**config.mk**
```make
export PLATFORM = sky130hd
export DESIGN_NAME = pl_ex_rns_mc
export DESIGN_NICKNAME = d
export VERILOG_FILES = /design/src/rtl/pl_ex_rns_mc.sv
export SDC_FILE = /design/constraint.sdc
export NUM_CORES = 1
export LEC_CHECK = 0
export ABC_AREA = 1
export CORE_MARGIN = 3
export CORE_UTILIZATION = 55
export CTS_CLUSTER_DIAMETER = 40
export DETAILED_ROUTE_END_ITERATION = 8
export PLACE_DENSITY = 0.77
export SLEW_MARGIN = 5
export SYNTH_ARGS = -nofsm -noshare
export SYNTH_HDL_FRONTEND = slang
export SYNTH_SLANG_ARGS = --single-unit
export TNS_END_PERCENT = 30
```
**constraint.sdc**
```tcl
create_clock -name clk -period 4.8 [get_ports clk]
set_input_delay 0.96 -clock clk [delete_from_list [all_inputs] [get_ports clk]]
set_output_delay 0.96 -clock clk [all_outputs]
set_load 0.02 [all_outputs]
```
**src/rtl/pl_ex_rns_mc.sv**
```systemverilog
// Multi-cycle execute stage for the RNS datapath: modular add/sub/mul per residue
// channel plus integer mode in domain 0, with a bit-serial multiplier shared by all domains.
module pl_ex_rns_mc #(
  parameter int NUM_DOMAINS = 2,
  parameter int DATA_WID = 8,
  parameter int MOD_WID = 9,
  parameter logic [NUM_DOMAINS*MOD_WID-1:0] MODULI = {9'd256, 9'd129},
  parameter int PROG_CTR_WID = 10
) (
  input  logic                            clk,
  input  logic                            reset,
  input  logic                            in_valid,
  output logic                            in_ready,
  input  logic [2:0]                      op,
  input  logic                            rns_op,
  input  logic [NUM_DOMAINS*DATA_WID-1:0] op1,
  input  logic [NUM_DOMAINS*DATA_WID-1:0] op2,
  input  logic [3:0]                      dest_addr,
  input  logic [PROG_CTR_WID-1:0]         pc_in,
  input  logic                            flush,
  output logic                            out_valid,
  input  logic                            out_ready,
  output logic [NUM_DOMAINS*DATA_WID-1:0] result,
  output logic                            cout,
  output logic [3:0]                      dest_addr_out,
  output logic [PROG_CTR_WID-1:0]         pc_out,
  output logic                            busy
);
  localparam int NW = NUM_DOMAINS * DATA_WID;
  localparam int EW = DATA_WID + 1;
  localparam int CW = (DATA_WID > 1) ? $clog2(DATA_WID) : 1;
  localparam logic [2:0] OP_ADD = 3'd0;
  localparam logic [2:0] OP_SUB = 3'd1;
  localparam logic [2:0] OP_MUL = 3'd2;

  typedef enum logic {ST_IDLE, ST_BUSY} state_t;

  state_t                  state_reg;
  logic                    out_valid_reg;
  logic                    busy_reg;
  logic                    cout_reg;
  logic                    mul_rns_reg;
  logic [NW-1:0]           result_reg;
  logic [3:0]              dest_out_reg;
  logic [3:0]              mul_dest_reg;
  logic [PROG_CTR_WID-1:0] pc_out_reg;
  logic [PROG_CTR_WID-1:0] mul_pc_reg;
  logic [CW-1:0]           cnt_reg;
  logic [DATA_WID-1:0]     a_reg   [NUM_DOMAINS];
  logic [DATA_WID-1:0]     b_reg   [NUM_DOMAINS];
  logic [DATA_WID-1:0]     acc_reg [NUM_DOMAINS];
  logic [2*DATA_WID-1:0]   int_acc_reg;

  logic [DATA_WID-1:0]     a_red    [NUM_DOMAINS];
  logic [DATA_WID-1:0]     b_red    [NUM_DOMAINS];
  logic [DATA_WID-1:0]     rns_add  [NUM_DOMAINS];
  logic [DATA_WID-1:0]     rns_sub  [NUM_DOMAINS];
  logic [DATA_WID-1:0]     acc_step [NUM_DOMAINS];

  logic                    accept;
  logic [DATA_WID:0]       int_sum;
  logic [DATA_WID:0]       int_dif;
  logic [2*DATA_WID-1:0]   int_acc_step;
  logic [NW-1:0]           sc_result;
  logic                    sc_cout;
  logic [NW-1:0]           mul_result;
  logic                    mul_cout;

  assign in_ready = (state_reg == ST_IDLE) && (!out_valid_reg || out_ready) && !flush;
  assign accept   = in_valid && in_ready;

  // Per-domain modular arithmetic; every intermediate stays below 2m, so EW bits suffice.
  genvar gi;
  generate
    for (gi = 0; gi < NUM_DOMAINS; gi++) begin : g_dom
      localparam logic [EW-1:0] M = EW'(MODULI[gi*MOD_WID +: MOD_WID]);
      logic [EW-1:0] a_ext;
      logic [EW-1:0] b_ext;
      logic [EW-1:0] ar;
      logic [EW-1:0] br;
      logic [EW-1:0] sum;
      logic [EW-1:0] dbl;
      logic [EW-1:0] dbl_m;
      logic [EW-1:0] inc;
      logic          bit_sel;

      assign a_ext = EW'(op1[gi*DATA_WID +: DATA_WID]);
      assign b_ext = EW'(op2[gi*DATA_WID +: DATA_WID]);
      assign ar    = (a_ext >= M) ? a_ext - M : a_ext;
      assign br    = (b_ext >= M) ? b_ext - M : b_ext;
      assign sum   = ar + br;

      assign a_red[gi]   = ar[DATA_WID-1:0];
      assign b_red[gi]   = br[DATA_WID-1:0];
      assign rns_add[gi] = (sum >= M) ? DATA_WID'(sum - M) : sum[DATA_WID-1:0];
      assign rns_sub[gi] = (ar >= br) ? DATA_WID'(ar - br) : DATA_WID'(ar + M - br);

      // One Horner step: acc = 2*acc mod m, then conditionally add a mod m.
      assign bit_sel = b_reg[gi][cnt_reg];
      assign dbl     = {acc_reg[gi], 1'b0};
      assign dbl_m   = (dbl >= M) ? dbl - M : dbl;
      assign inc     = dbl_m + EW'(a_reg[gi]);
      assign acc_step[gi] = bit_sel ? ((inc >= M) ? DATA_WID'(inc - M) : inc[DATA_WID-1:0])
                                    : dbl_m[DATA_WID-1:0];
    end
  endgenerate

  assign int_sum = {1'b0, op1[DATA_WID-1:0]} + {1'b0, op2[DATA_WID-1:0]};
  assign int_dif = {1'b0, op1[DATA_WID-1:0]} - {1'b0, op2[DATA_WID-1:0]};
  assign int_acc_step = (int_acc_reg << 1)
                      + (b_reg[0][cnt_reg] ? (2*DATA_WID)'(a_reg[0]) : '0);

  always_comb begin
    sc_result = '0;
    sc_cout   = 1'b0;
    case (op)
      OP_ADD: begin
        if (rns_op) begin
          for (int i = 0; i < NUM_DOMAINS; i++) sc_result[i*DATA_WID +: DATA_WID] = rns_add[i];
        end else begin
          sc_result[DATA_WID-1:0] = int_sum[DATA_WID-1:0];
          sc_cout                 = int_sum[DATA_WID];
        end
      end
      OP_SUB: begin
        if (rns_op) begin
          for (int i = 0; i < NUM_DOMAINS; i++) sc_result[i*DATA_WID +: DATA_WID] = rns_sub[i];
        end else begin
          sc_result[DATA_WID-1:0] = int_dif[DATA_WID-1:0];
          sc_cout                 = int_dif[DATA_WID];
        end
      end
      default: sc_result = op1;
    endcase
  end

  always_comb begin
    mul_result = '0;
    mul_cout   = 1'b0;
    if (mul_rns_reg) begin
      for (int i = 0; i < NUM_DOMAINS; i++) mul_result[i*DATA_WID +: DATA_WID] = acc_step[i];
    end else begin
      mul_result[DATA_WID-1:0] = int_acc_step[DATA_WID-1:0];
      mul_cout                 = |int_acc_step[2*DATA_WID-1:DATA_WID];
    end
  end

  always_ff @(posedge clk) begin
    if (!reset) begin
      state_reg     <= ST_IDLE;
      out_valid_reg <= 1'b0;
      busy_reg      <= 1'b0;
      cout_reg      <= 1'b0;
      result_reg    <= '0;
      dest_out_reg  <= '0;
      pc_out_reg    <= '0;
      cnt_reg       <= '0;
      mul_rns_reg   <= 1'b0;
      mul_dest_reg  <= '0;
      mul_pc_reg    <= '0;
      int_acc_reg   <= '0;
      for (int i = 0; i < NUM_DOMAINS; i++) begin
        a_reg[i]   <= '0;
        b_reg[i]   <= '0;
        acc_reg[i] <= '0;
      end
    end else if (flush) begin
      state_reg     <= ST_IDLE;
      out_valid_reg <= 1'b0;
      busy_reg      <= 1'b0;
    end else begin
      if (out_valid_reg && out_ready) out_valid_reg <= 1'b0;
      case (state_reg)
        ST_IDLE: begin
          if (accept) begin
            if (op == OP_MUL) begin
              state_reg    <= ST_BUSY;
              busy_reg     <= 1'b1;
              cnt_reg      <= CW'(DATA_WID - 1);
              mul_rns_reg  <= rns_op;
              mul_dest_reg <= dest_addr;
              mul_pc_reg   <= pc_in;
              int_acc_reg  <= '0;
              for (int i = 0; i < NUM_DOMAINS; i++) begin
                a_reg[i]   <= rns_op ? a_red[i] : op1[i*DATA_WID +: DATA_WID];
                b_reg[i]   <= rns_op ? b_red[i] : op2[i*DATA_WID +: DATA_WID];
                acc_reg[i] <= '0;
              end
            end else begin
              result_reg    <= sc_result;
              cout_reg      <= sc_cout;
              dest_out_reg  <= dest_addr;
              pc_out_reg    <= pc_in;
              out_valid_reg <= 1'b1;
            end
          end
        end
        ST_BUSY: begin
          for (int i = 0; i < NUM_DOMAINS; i++) acc_reg[i] <= acc_step[i];
          int_acc_reg <= int_acc_step;
          cnt_reg     <= cnt_reg - CW'(1);
          // Last bit: publish the step value directly rather than waiting a cycle.
          if (cnt_reg == '0) begin
            state_reg     <= ST_IDLE;
            busy_reg      <= 1'b0;
            result_reg    <= mul_result;
            cout_reg      <= mul_cout;
            dest_out_reg  <= mul_dest_reg;
            pc_out_reg    <= mul_pc_reg;
            out_valid_reg <= 1'b1;
          end
        end
      endcase
    end
  end

  assign out_valid     = out_valid_reg;
  assign result        = result_reg;
  assign cout          = cout_reg;
  assign dest_addr_out = dest_out_reg;
  assign pc_out        = pc_out_reg;
  assign busy          = busy_reg;

endmodule

```
# [Yosys cells after proc, flatten, opt, wreduce, memory -nomap -nowiden]
# Memory sizes are Yosys's and may differ from the RTL's.
# Index checks and enable logic that the tools add are counted.
[word_totals] in_bits=55 ram_bits=48 reg_bits=67 mem_bits_ro=0 latch_bits=0 n_memories=3 output_inout_bits=34
[mem_list] name="a_reg" depth=2 width=8 read_ports=2 rd_ports_with_merged_regs=0 write_ports=2 line_no="49" rtl="logic [DATA_WID-1:0] a_reg [NUM_DOMAINS];"
[mem_list] name="acc_reg" depth=2 width=8 read_ports=2 rd_ports_with_merged_regs=0 write_ports=2 line_no="51" rtl="logic [DATA_WID-1:0] acc_reg [NUM_DOMAINS];"
[mem_list] name="b_reg" depth=2 width=8 read_ports=2 rd_ports_with_merged_regs=0 write_ports=2 line_no="50" rtl="logic [DATA_WID-1:0] b_reg [NUM_DOMAINS];"
[op_classes] magnitude_cmp=13 bitwise_logic=11 div=0 mul=0 n_addsub=24 reduce_logical=15 n_eq_ne=6 muxes=86 n_shift=0
[ops] cell="8-bit 2-to-1 mux" count=27
[ops] cell="16-bit one-hot mux with 2 select lines" count=2
[ops] cell="9-bit 2-to-1 mux" count=6
[ops] cell="16-bit 2-to-1 mux" count=3
[ops] cell="8-bit subtractor" count=4
[ops] cell="10-bit 2-to-1 mux" count=3
[ops] cell="15-bit 2-to-1 mux" count=2
[ops] cell="15-bit one-hot mux with 2 select lines" count=1
[ops] cell="9-bit by 8-bit >= comparator with 1-bit output (second input constant)" count=3
[ops] cell="9-bit >= comparator (second input constant)" count=3
[ops] cell="1-bit 2-to-1 mux" count=27
[ops] cell="10-bit one-hot mux with 2 select lines" count=1
[ops] cell="9-bit by 8-bit adder with 9-bit output" count=2
[ops] cell="9-bit adder" count=2
[ops] cell="8-bit by 9-bit >= comparator with 1-bit output (second input constant)" count=2
[ops] cell="9-bit >= comparator" count=2
[ops] cell="8-bit by 8-bit subtractor with 9-bit output (second input constant)" count=2
[ops] cell="8-bit by 9-bit subtractor with 9-bit output (second input constant)" count=2
[ops] cell="16-bit by 8-bit adder with 16-bit output" count=1
[ops] cell="8-bit >= comparator (second input constant)" count=2
[ops] cell="8-bit by 1-bit subtractor with 8-bit output (second input constant)" count=2
[ops] cell="8-bit subtractor (second input constant)" count=2
[ops] cell="4-bit 2-to-1 mux" count=3
[ops] cell="1-bit one-hot mux with 2 select lines" count=5
[ops] cell="other kinds (26)" count=46

# [Longest topological paths before layout]
# Gate-level depths: netlist of the first run.
[logic_depth] word_depth=12 ltp_mapped=35 ltp_nobuf=33

# [Worst setup path before layout of the first run]
# No wires, ideal clock.
[synth_timing] path_kind="input port to flip-flop" start="input port op2[1]" end="register result_reg[5] (netlist: result[5])" path_buffers=2 path_slack_ns=0.548 t_arrival_ns=4.143 t_required_ns=4.691 path_stages=35 setup_time_ns=0.109 path_cell_list="inv_1 -> nand3_1 -> nor3_1 -> nand3_1 -> a21o_1 -> nand2_2 -> inv_1 -> nand2_1 -> inv_1 -> nand2_1 -> inv_1 -> nand2_1 -> xor2_1 -> inv_1 -> ha_1 -> buf_2 -> inv_2 -> nor2_1 -> a21oi_2 -> nand2_1 -> nand2_1 -> nand2_1 -> inv_1 -> nand3_1 -> nand3_2 -> buf_6 -> nand2_2 -> nand2_1 -> nand3_1 -> nand2_1 -> nand2_1 -> nand2_1 -> nand3_1 -> nand2_1 -> inv_1"
[synth_between] elab_chain_cells=10 elab_cells_between_ends=19 cone_classes="add/sub: 7; order compare: 3; mux: 9"
[synth_lines] element="start, declared" line_no="17" rtl="input logic [NUM_DOMAINS*DATA_WID-1:0] op2,"
[synth_lines] element="8-bit by 8-bit subtractor with 9-bit output or 8-bit >= comparator (tied branches)" line_no="90" rtl="assign br = (b_ext >= M) ? b_ext - M : b_ext;"
[synth_lines] element="9-bit 2-to-1 mux" line_no="90"
[synth_lines] element="9-bit adder" line_no="91" rtl="assign sum = ar + br;"
[synth_lines] element="8-bit subtractor or 9-bit by 8-bit >= comparator with 1-bit output (tied branches)" line_no="95" rtl="assign rns_add[gi] = (sum >= M) ? DATA_WID'(sum - M) : sum[DATA_WID-1:0];"
[synth_lines] element="8-bit 2-to-1 mux" line_no="95"
[synth_lines] element="8-bit 2-to-1 mux" line_no="118" rtl="if (rns_op) begin"
[synth_lines] element="16-bit one-hot mux with 2 select lines *" line_no="116" rtl="case (op)"
[synth_lines] element="16-bit 2-to-1 mux *" line_no="176" rtl="if (op == OP_MUL) begin"
[synth_lines] element="16-bit 2-to-1 mux *" line_no="175" rtl="if (accept) begin"
[synth_lines] element="16-bit one-hot mux with 2 select lines *" line_no="173" rtl="case (state_reg)"
[synth_lines] element="end signal, assigned" line_no="190" rtl="result_reg <= sc_result;"
[synth_lines] element="end signal, assigned" line_no="206" rtl="result_reg <= mul_result;"
[synth_lines] element="end, declared" line_no="43" rtl="logic [NW-1:0] result_reg;"
# Mark *: on every way between the ends. The rest lies on a longest branch, timed or not. The select of a mux whose other input is x is not followed.
# A chain may end at the register's enable or synchronous reset.

# [Worst setup path after layout of the first run]
[layout_timing] start="input port op1[5]" end="register result_reg[4] (netlist: result[4])"
[layout_between] elab_chain_cells=10 elab_cells_between_ends=18 cone_classes="add/sub: 6; order compare: 3; mux: 9"
[layout_lines] element="start, declared" line_no="16" rtl="input logic [NUM_DOMAINS*DATA_WID-1:0] op1,"
[layout_lines] element="8-bit by 8-bit subtractor with 9-bit output or 8-bit >= comparator (tied branches)" line_no="89" rtl="assign ar = (a_ext >= M) ? a_ext - M : a_ext;"
[layout_lines] element="9-bit 2-to-1 mux *" line_no="89"
[layout_lines] element="9-bit adder or 8-bit adder (tied branches)" line_no="91, 96"
[layout_lines] element="9-bit by 8-bit >= comparator with 1-bit output, or another cell as far along" line_no="95"
[layout_lines] element="8-bit 2-to-1 mux (on tied branches)" line_no="95, 96"
[layout_lines] element="8-bit 2-to-1 mux (on tied branches)" line_no="118, 126"
[layout_lines] element="16-bit one-hot mux with 2 select lines *" line_no="116"
[layout_lines] element="16-bit 2-to-1 mux *" line_no="176"
[layout_lines] element="16-bit 2-to-1 mux *" line_no="175"
[layout_lines] element="16-bit one-hot mux with 2 select lines *" line_no="173"
# Marked as above.

==> results.md, run 1 <==
* Standby leakage power at 5.848 nW
* Dominant synthesized flop cell: dfxtp_1
* Total GRT Usage at 0.2949
* Max Cap Viol at 0
* Port bufs at 88
* Max transition margin at 0.1923
* Initial antenna violation count at 0
* Site Rows at 48
* Slew @ Worst Pin at 1.207 ns
* Clock Pin Slew Worst Setup and Hold Paths at 0.06 ns
* Most frequent cell after synthesis: nand2_1
* Root buffer cell: clkbuf_16
* Worst skew pair latency at between 0.4 and 0.5 ns
* Syn avg cell area at 6.941 um2
* FILL cells at around 1,500
* Maximum vdd drop at 0.0002790 V
* Crit Path Class: input pin to register
* Initial drt markers at between 900 and 1,000
* Synth Cell Area at 9933 um2
* Residual DRC count at 0
* P&R area growth vs syn at 22.58%
* Max Slew Vio Count at 0
* Post-DP HPWL at 22,920 um
* Vias in the first global route at 9,490
* Gpl congestion at 1.006
* Startpoint Class: input pin
* Run status: completed
* Drt wl/cell at 16.12 um
* Post-synth EDFFs at 47
* FMAX at 223.6 MHz
* Pin count of the biggest net entering global routing at ~40
* Commonest cells in the netlist: nand2_1 (311), inv_1 (196), nor2_1 (132)
* Unrepaired setup endpoints after global routing: false
* Initial Util at 0.5684
* Clock buffer depth at 2
* CTS tree: done
* GRT overflow at 0
* ANT nets after route at 0
* Final Core Density at 0.6967
* Syn Inst Count at 1,431
* Post-CTS setup buffers at 0
* Share of cells above drive strength 1 at 0.1138
* Final nets at 1,734
* CP endpoint kind: register
* Final period util at 0.9316
* Power Total at ~3.4 mW
* Synth top area cells: edfxtp_1 (14%), dfxtp_1 (14%), nand2_1 (12%)
* #FFs+latches synth at 114
* Cell variety after synth at 55
* Final Setup Violations at 0
* Core Area at 17,480 um2
* Fin. Hold Viols at 0
* Max FO, Critical Path at 9
* PD cells at 277.7 nW/um2
* Ys async rst share at 0
* Hold crit path type: register to register
* Sequential share of the synthesized area at 0.2771
* Ant diodes at 0
* DRT Pass-1 Iters at 6
* Required time of the critical path at 5.11 ns
* Crit path DAT at 4.78 ns
* Max Clock Skew at 0.009147 ns
* First-pass GRT wire length at 47,580 um
* # clock sinks at 114
* Top Ports at 89
* Cell taking the most area after synthesis: edfxtp_1
* Die width at 140.4 um
* CTS buffer count at 17
* Final min period at 4.472 ns
* H-tree depth at 4
* Die footprint at 19,710 um2
* DR vias at approximately 10,000
* Routed vias/inst at 5.563
* Die height at 140.4 um
* Final wirelength at approximately 29,000 um
* Post-synth top area share at 0.1421
* Post-Syn Nets at 1,587
* Warnings from Yosys at 0
## timing repair
action,CTS,global route
resized for setup,0,9
endpoints found under the setup margin,0,7
hold buffers,0,0
## final timing paths
path,startpoint,endpoint,slack [ns],cells after the start
worst min register to register,int_acc_reg[5],int_acc_reg[5],0.47,2
worst max-delay path,op1[5],result[4],0.33,24
worst max register to register,acc_reg[0][0],result[6],0.92,26
worst min-delay path,int_acc_reg[5],int_acc_reg[5],0.47,2
## through the flow
step	instances	worst slack (ns)	instance area, um2	hold slack, ns	setup TNS [ns]
3_5_place_dp	1784	-0.09669	11530	0.4615	-0.4935
5_1_grt	1816	0.01714	12180	0.4843	0
2_1_floorplan	1431	0.5479	9933	0.4451	0
3_3_place_gp	1784	0.006396	11530	0.4536	0
6_report	1816	0.3282	12180	0.4696	0
4_1_cts	1816	0.3291	12120	0.4697	0
## placed cells by master, fill, tap and decap left out, drive strengths merged, types with 3 or more instances in the layout
cell           instances
a22oi                  3
clkdlybuf4s50         88
nor2                 135
a31oi                 21
o22ai                  4
o221ai                 5
o21bai                 4
nor4                   3
xnor2                 10
dfxtp                 67
nor3                  15
clkinv                 8
inv                  217
nand3                108
a21oi                114
o21a                   3
ha                    87
clkbuf                17
or2                   17
xor2                  47
o211ai                12
o21ai                 87
buf                   84
a211oi                 3
fa                    14
a22o                  14
nand4                 16
edfxtp                47
nand2                327
## logic make-up (layout without fill, tap and decap cells)
logic type	count (synthesis)	count (layout)	synth area share
simple gates	626	626	0.2733
fa+ha+maj	101	101	0.1378
xor+xnor	57	57	0.05101
buf+inv	255	415	0.1001
flops	114	114	0.2771
compound gates	278	278	0.1606
## per-layer routing
metal	share of wire	up-vias	global-route usage	wire [um]
met1	0.45	4683	0.4136	13300
met3	0.072	31	0.04950	2121
met2	0.46	376	0.4786	13500
met4	0.012	0	0.06731	353
li1	-	5012	-	-
met5	0	-	0	0
## power by group
group	total [mW]	internal [mW]	switching, mW
Combinational	1.04	0.417	0.626
Clock	1.27	0.739	0.535
Sequential	1.06	1.04	0.0210
## layout make-up
type                    count  area (um2)  area share
clock buffers              17       425.4     0.03494
clock inverters            15       165.2     0.01356
inverters                 211       797.0     0.06545
multi-input cells        1062        6243      0.5127
flip-flops and latches    114        2753      0.2261
well taps                 225       281.5     0.02312
repair buffers            172        1511      0.1241
## critical path, cell delays in order
cell	delay, ns
clkdlybuf4s50_1	0.54
inv_1	0.08
nand3_1	0.11
nor2_1	0.05
inv_1	0.08
nand2_1	0.06
and2_4	0.17
inv_1	0.10
nand3_1	0.12
nor2_1	0.17
a31oi_1	0.11
nor2_1	0.20
inv_1	0.15
fa_1	0.40
inv_1	0.09
o21ai_0	0.10
a21oi_1	0.16
nand3_2	0.19
a31oi_1	0.20
o21ai_0	0.19
a21oi_1	0.25
nand2_1	0.10
a21oi_1	0.14
nor2_1	0.05
Note: power is estimated with default switching activity, not from simulation.
==> run 2, diff against run 1 <==
--- a/config.mk
+++ b/config.mk
@@ -10,6 +10,7 @@
 export CORE_UTILIZATION = 55
 export CTS_CLUSTER_DIAMETER = 40
 export DETAILED_ROUTE_END_ITERATION = 8
+export MAX_ROUTING_LAYER = met4
 export PLACE_DENSITY = 0.77
 export SLEW_MARGIN = 5
 export SYNTH_ARGS = -nofsm -noshare
==> results.md, run 2 (synthesized netlist as in run 1, its figures left out) <==
* Run status: completed (unchanged)
* DR vias at 10,230 (was 10,100)
* DRT Pass-1 Iters at 5 (was 6)
* DP Worst Slack at -0.2559 ns (was -0.09669 ns)
* Hold crit path type: register to register (unchanged)
* Initial Util at 0.5684 (unchanged)
* Post-cts hold buffer count at 0 (unchanged)
* Final min period at 4.601 ns (was 4.472 ns)
* Power Total at 3.350 mW (was 3.381 mW)
* Total GRT Usage at 0.3119 (was 0.2949)
* Die height at 140.4 um (unchanged)
* Drt wl/cell at 16.27 um (was 16.12 um)
* P&R area growth vs syn at 22.53% (was 22.58%)
* Residual DRC count at 0 (unchanged)
* FMAX at 217.3 MHz (was 223.6 MHz)
* Share of cells above drive strength 1 at 0.1155 (was 0.1138)
* Core Area at 17,480 um2 (unchanged)
* Standby leakage power at 5.850 nW (was 5.848 nW)
* Final Setup Violations at 0 (unchanged)
* FF+latch area at 2753 um2 (unchanged)
* Vias in the first global route at 9,973 (was 9,490)
* Ant diodes at 0 (unchanged)
* Worst skew pair latency at 0.42 ns (about the same)
* GRT overflow at 0 (unchanged)
* Die footprint at 19,710 um2 (unchanged)
* Max Cap Viol at 0 (unchanged)
* Root buffer cell: clkbuf_16 (unchanged)
* Max stage delay on crit path at 0.50 ns (was 0.54 ns)
* Initial antenna violation count at 0 (unchanged)
* Commonest non-fill, non-tap cells in the layout: nand2_1 (311), inv_1 (195), nor2_1 (131) (was nand2_1 (311), inv_1 (196), nor2_1 (132))
* CP cell instances: clkdlybuf4s50_1 > inv_1 > nor4_1 > nand4_1 > and2_4 > inv_1 > nand3_1 > nor2_1 > xor2_1 > buf_4 > ha_1 > fa_1 > nand2_1 > nand2_1 > or2_2 > nand3_1 > o211ai_1 > a21oi_1 > nand2_1 > nand2_1 > a21oi_1 (was clkdlybuf4s50_1 > inv_1 > nand3_1 > nor2_1 > inv_1 > nand2_1 > and2_4 > inv_1 > nand3_1 > nor2_1 > a31oi_1 > nor2_1 > inv_1 > fa_1 > inv_1 > o21ai_0 > a21oi_1 > nand3_2 > a31oi_1 > o21ai_0 > a21oi_1 > nand2_1 > a21oi_1 > nor2_1)
* Cell mode on critical path: nand2_1 (was inv_1)
* First-pass GRT wire length at 48,850 um (was 47,580 um)
* Commonest non-fill, non-tap cell in the layout: nand2_1 (unchanged)
* Max stage delay cell, worst path: clkdlybuf4s50_1 (unchanged)
* CTS buffer count at 17 (unchanged)
* CTS tree: done (unchanged)
* Clock Pin Slew Worst Setup and Hold Paths at 0.06 ns (about the same)
* Setup TNS Final at 0 ns (unchanged)
* Initial drt markers at 1,025 (was 960)
* Top Ports at 89 (unchanged)
* Site Rows at 48 (unchanged)
* H-tree depth at 4 (unchanged)
* Pin count of the biggest net entering global routing at 41 (unchanged)
* Final period util at 0.9586 (was 0.9316)
* ANT nets after route at 0 (unchanged)
* Max Clock Skew at 0.008828 ns (was 0.009147 ns)
* Clock buffer depth at 2 (unchanged)
* Gpl congestion at 1.003 (was 1.006)
* Crit Path Class: input pin to register (unchanged)
* Routed vias/inst at 5.629 (was 5.563)
* Max transition margin at 0.4637 (was 0.1923)
* Slew @ Worst Pin at 0.8036 ns (was 1.207 ns)
* Post-layout worst setup margin at 0.1986 ns (was 0.3282 ns)
* Required time of the critical path at 5.10 ns (was 5.11 ns)
* Final wirelength at 29,580 um (was 29,270 um)
* Max FO, Critical Path at 4 (was 9)
* CP endpoint kind: register (unchanged)
* Final nets at 1,736 (was 1,734)
* Crit path DAT at 4.90 ns (was 4.78 ns)
* Post-DP HPWL at 23,170 um (was 22,920 um)
* PD cells at 275.2 nW/um2 (was 277.7 nW/um2)
* Fin. Hold Viols at 0 (unchanged)
* FILL cells at 1,483 (was 1,477)
* Max Slew Vio Count at 0 (unchanged)
* # clock sinks at 114 (unchanged)
* Startpoint Class: input pin (unchanged)
* Port bufs at 88 (unchanged)
* Die width at 140.4 um (unchanged)
* Maximum vdd drop at 0.0002760 V (was 0.0002790 V)
* Multi-input logic area at 6238 um2 (was 6243 um2)
run 2: cell count changes in the layout (fill, tap and decap cells not counted), sizes merged:
| cell | previous run | this run |
|---|---|---|
| bufinv | 1 | 0 |
| clkbuf | 17 | 19 |
| buf | 84 | 86 |
| inv | 217 | 219 |
| clkinv | 8 | 5 |
run 2: metal layers:
metal | vias to the layer above | wire length, um | GRT usage
met1 | 4703 | 13030 | 0.4172
met3 | 63 | 2402 | 0.06248
li1 | 5024 | - | -
met2 | 444 | 13480 | 0.4793
met4 | 0 | 674 | 0.09485
met5 | - | 0 | -
run 2: final cells by class:
cell class                 instances  share of cell area
inverter                         211             0.06548
clock inverter                    13            0.009149
tap                              225             0.02313
sequential                       114              0.2262
timing repair buffer             174              0.1254
clock buffer                      19             0.03814
multi-input combinational       1062              0.5125
run 2: per-stage QoR:
stage	utilization	hold slack (ns)	instance area, um2	instances
after floorplan	-	0.4451	9933	1431
final	0.6964	0.4696	12170	1818
after global routing	0.6964	0.4953	12170	1818
after CTS	0.6937	0.4717	12120	1818
after detailed placement	0.6608	0.4593	11550	1786
after global placement	0.6608	0.4543	11550	1786
run 2: where the power goes:
part / internal, mW / total (mW) / switching [mW]
Combinational: 0.421 / 1.05 / 0.632
Clock: 0.723 / 1.23 / 0.510
Sequential: 1.04 / 1.06 / 0.0208
run 2: path summary, 6_finish.rpt:
path / startpoint / to / slack (ns) / cells after the start
worst max-delay path: op1[7] / result[6] / 0.20 / 21
worst min-delay path: int_acc_reg[5] / int_acc_reg[5] / 0.47 / 2
worst max register to register: acc_reg[0][0] / result[6] / 0.89 / 26
worst min register to register: int_acc_reg[5] / int_acc_reg[5] / 0.47 / 2
run 2: critical path: cells and delay by family:
kind / cells / cell delay [ns]
buffers and inverters: 4 / 0.89
adder cells (fa/ha/maj): 2 / 0.70
AND/OR/NAND/NOR: 11 / 1.64
AO/OA/AOI/OAI: 3 / 0.39
XOR/XNOR: 1 / 0.34
run 2: repair_timing:
item,CTS,global route
setup buffers,0,0
resized for setup,0,10
setup endpoints to repair,0,8
hold endpoints to repair,0,0
==> run 3, diff against run 2 <==
--- a/config.mk
+++ b/config.mk
@@ -12,7 +12,6 @@
 export DETAILED_ROUTE_END_ITERATION = 8
 export MAX_ROUTING_LAYER = met4
 export PLACE_DENSITY = 0.77
-export SLEW_MARGIN = 5
 export SYNTH_ARGS = -nofsm -noshare
 export SYNTH_HDL_FRONTEND = slang
 export SYNTH_SLANG_ARGS = --single-unit
==> results of run 3 <==
No change in the layout: final DEF, timing and power equal those of run 2.
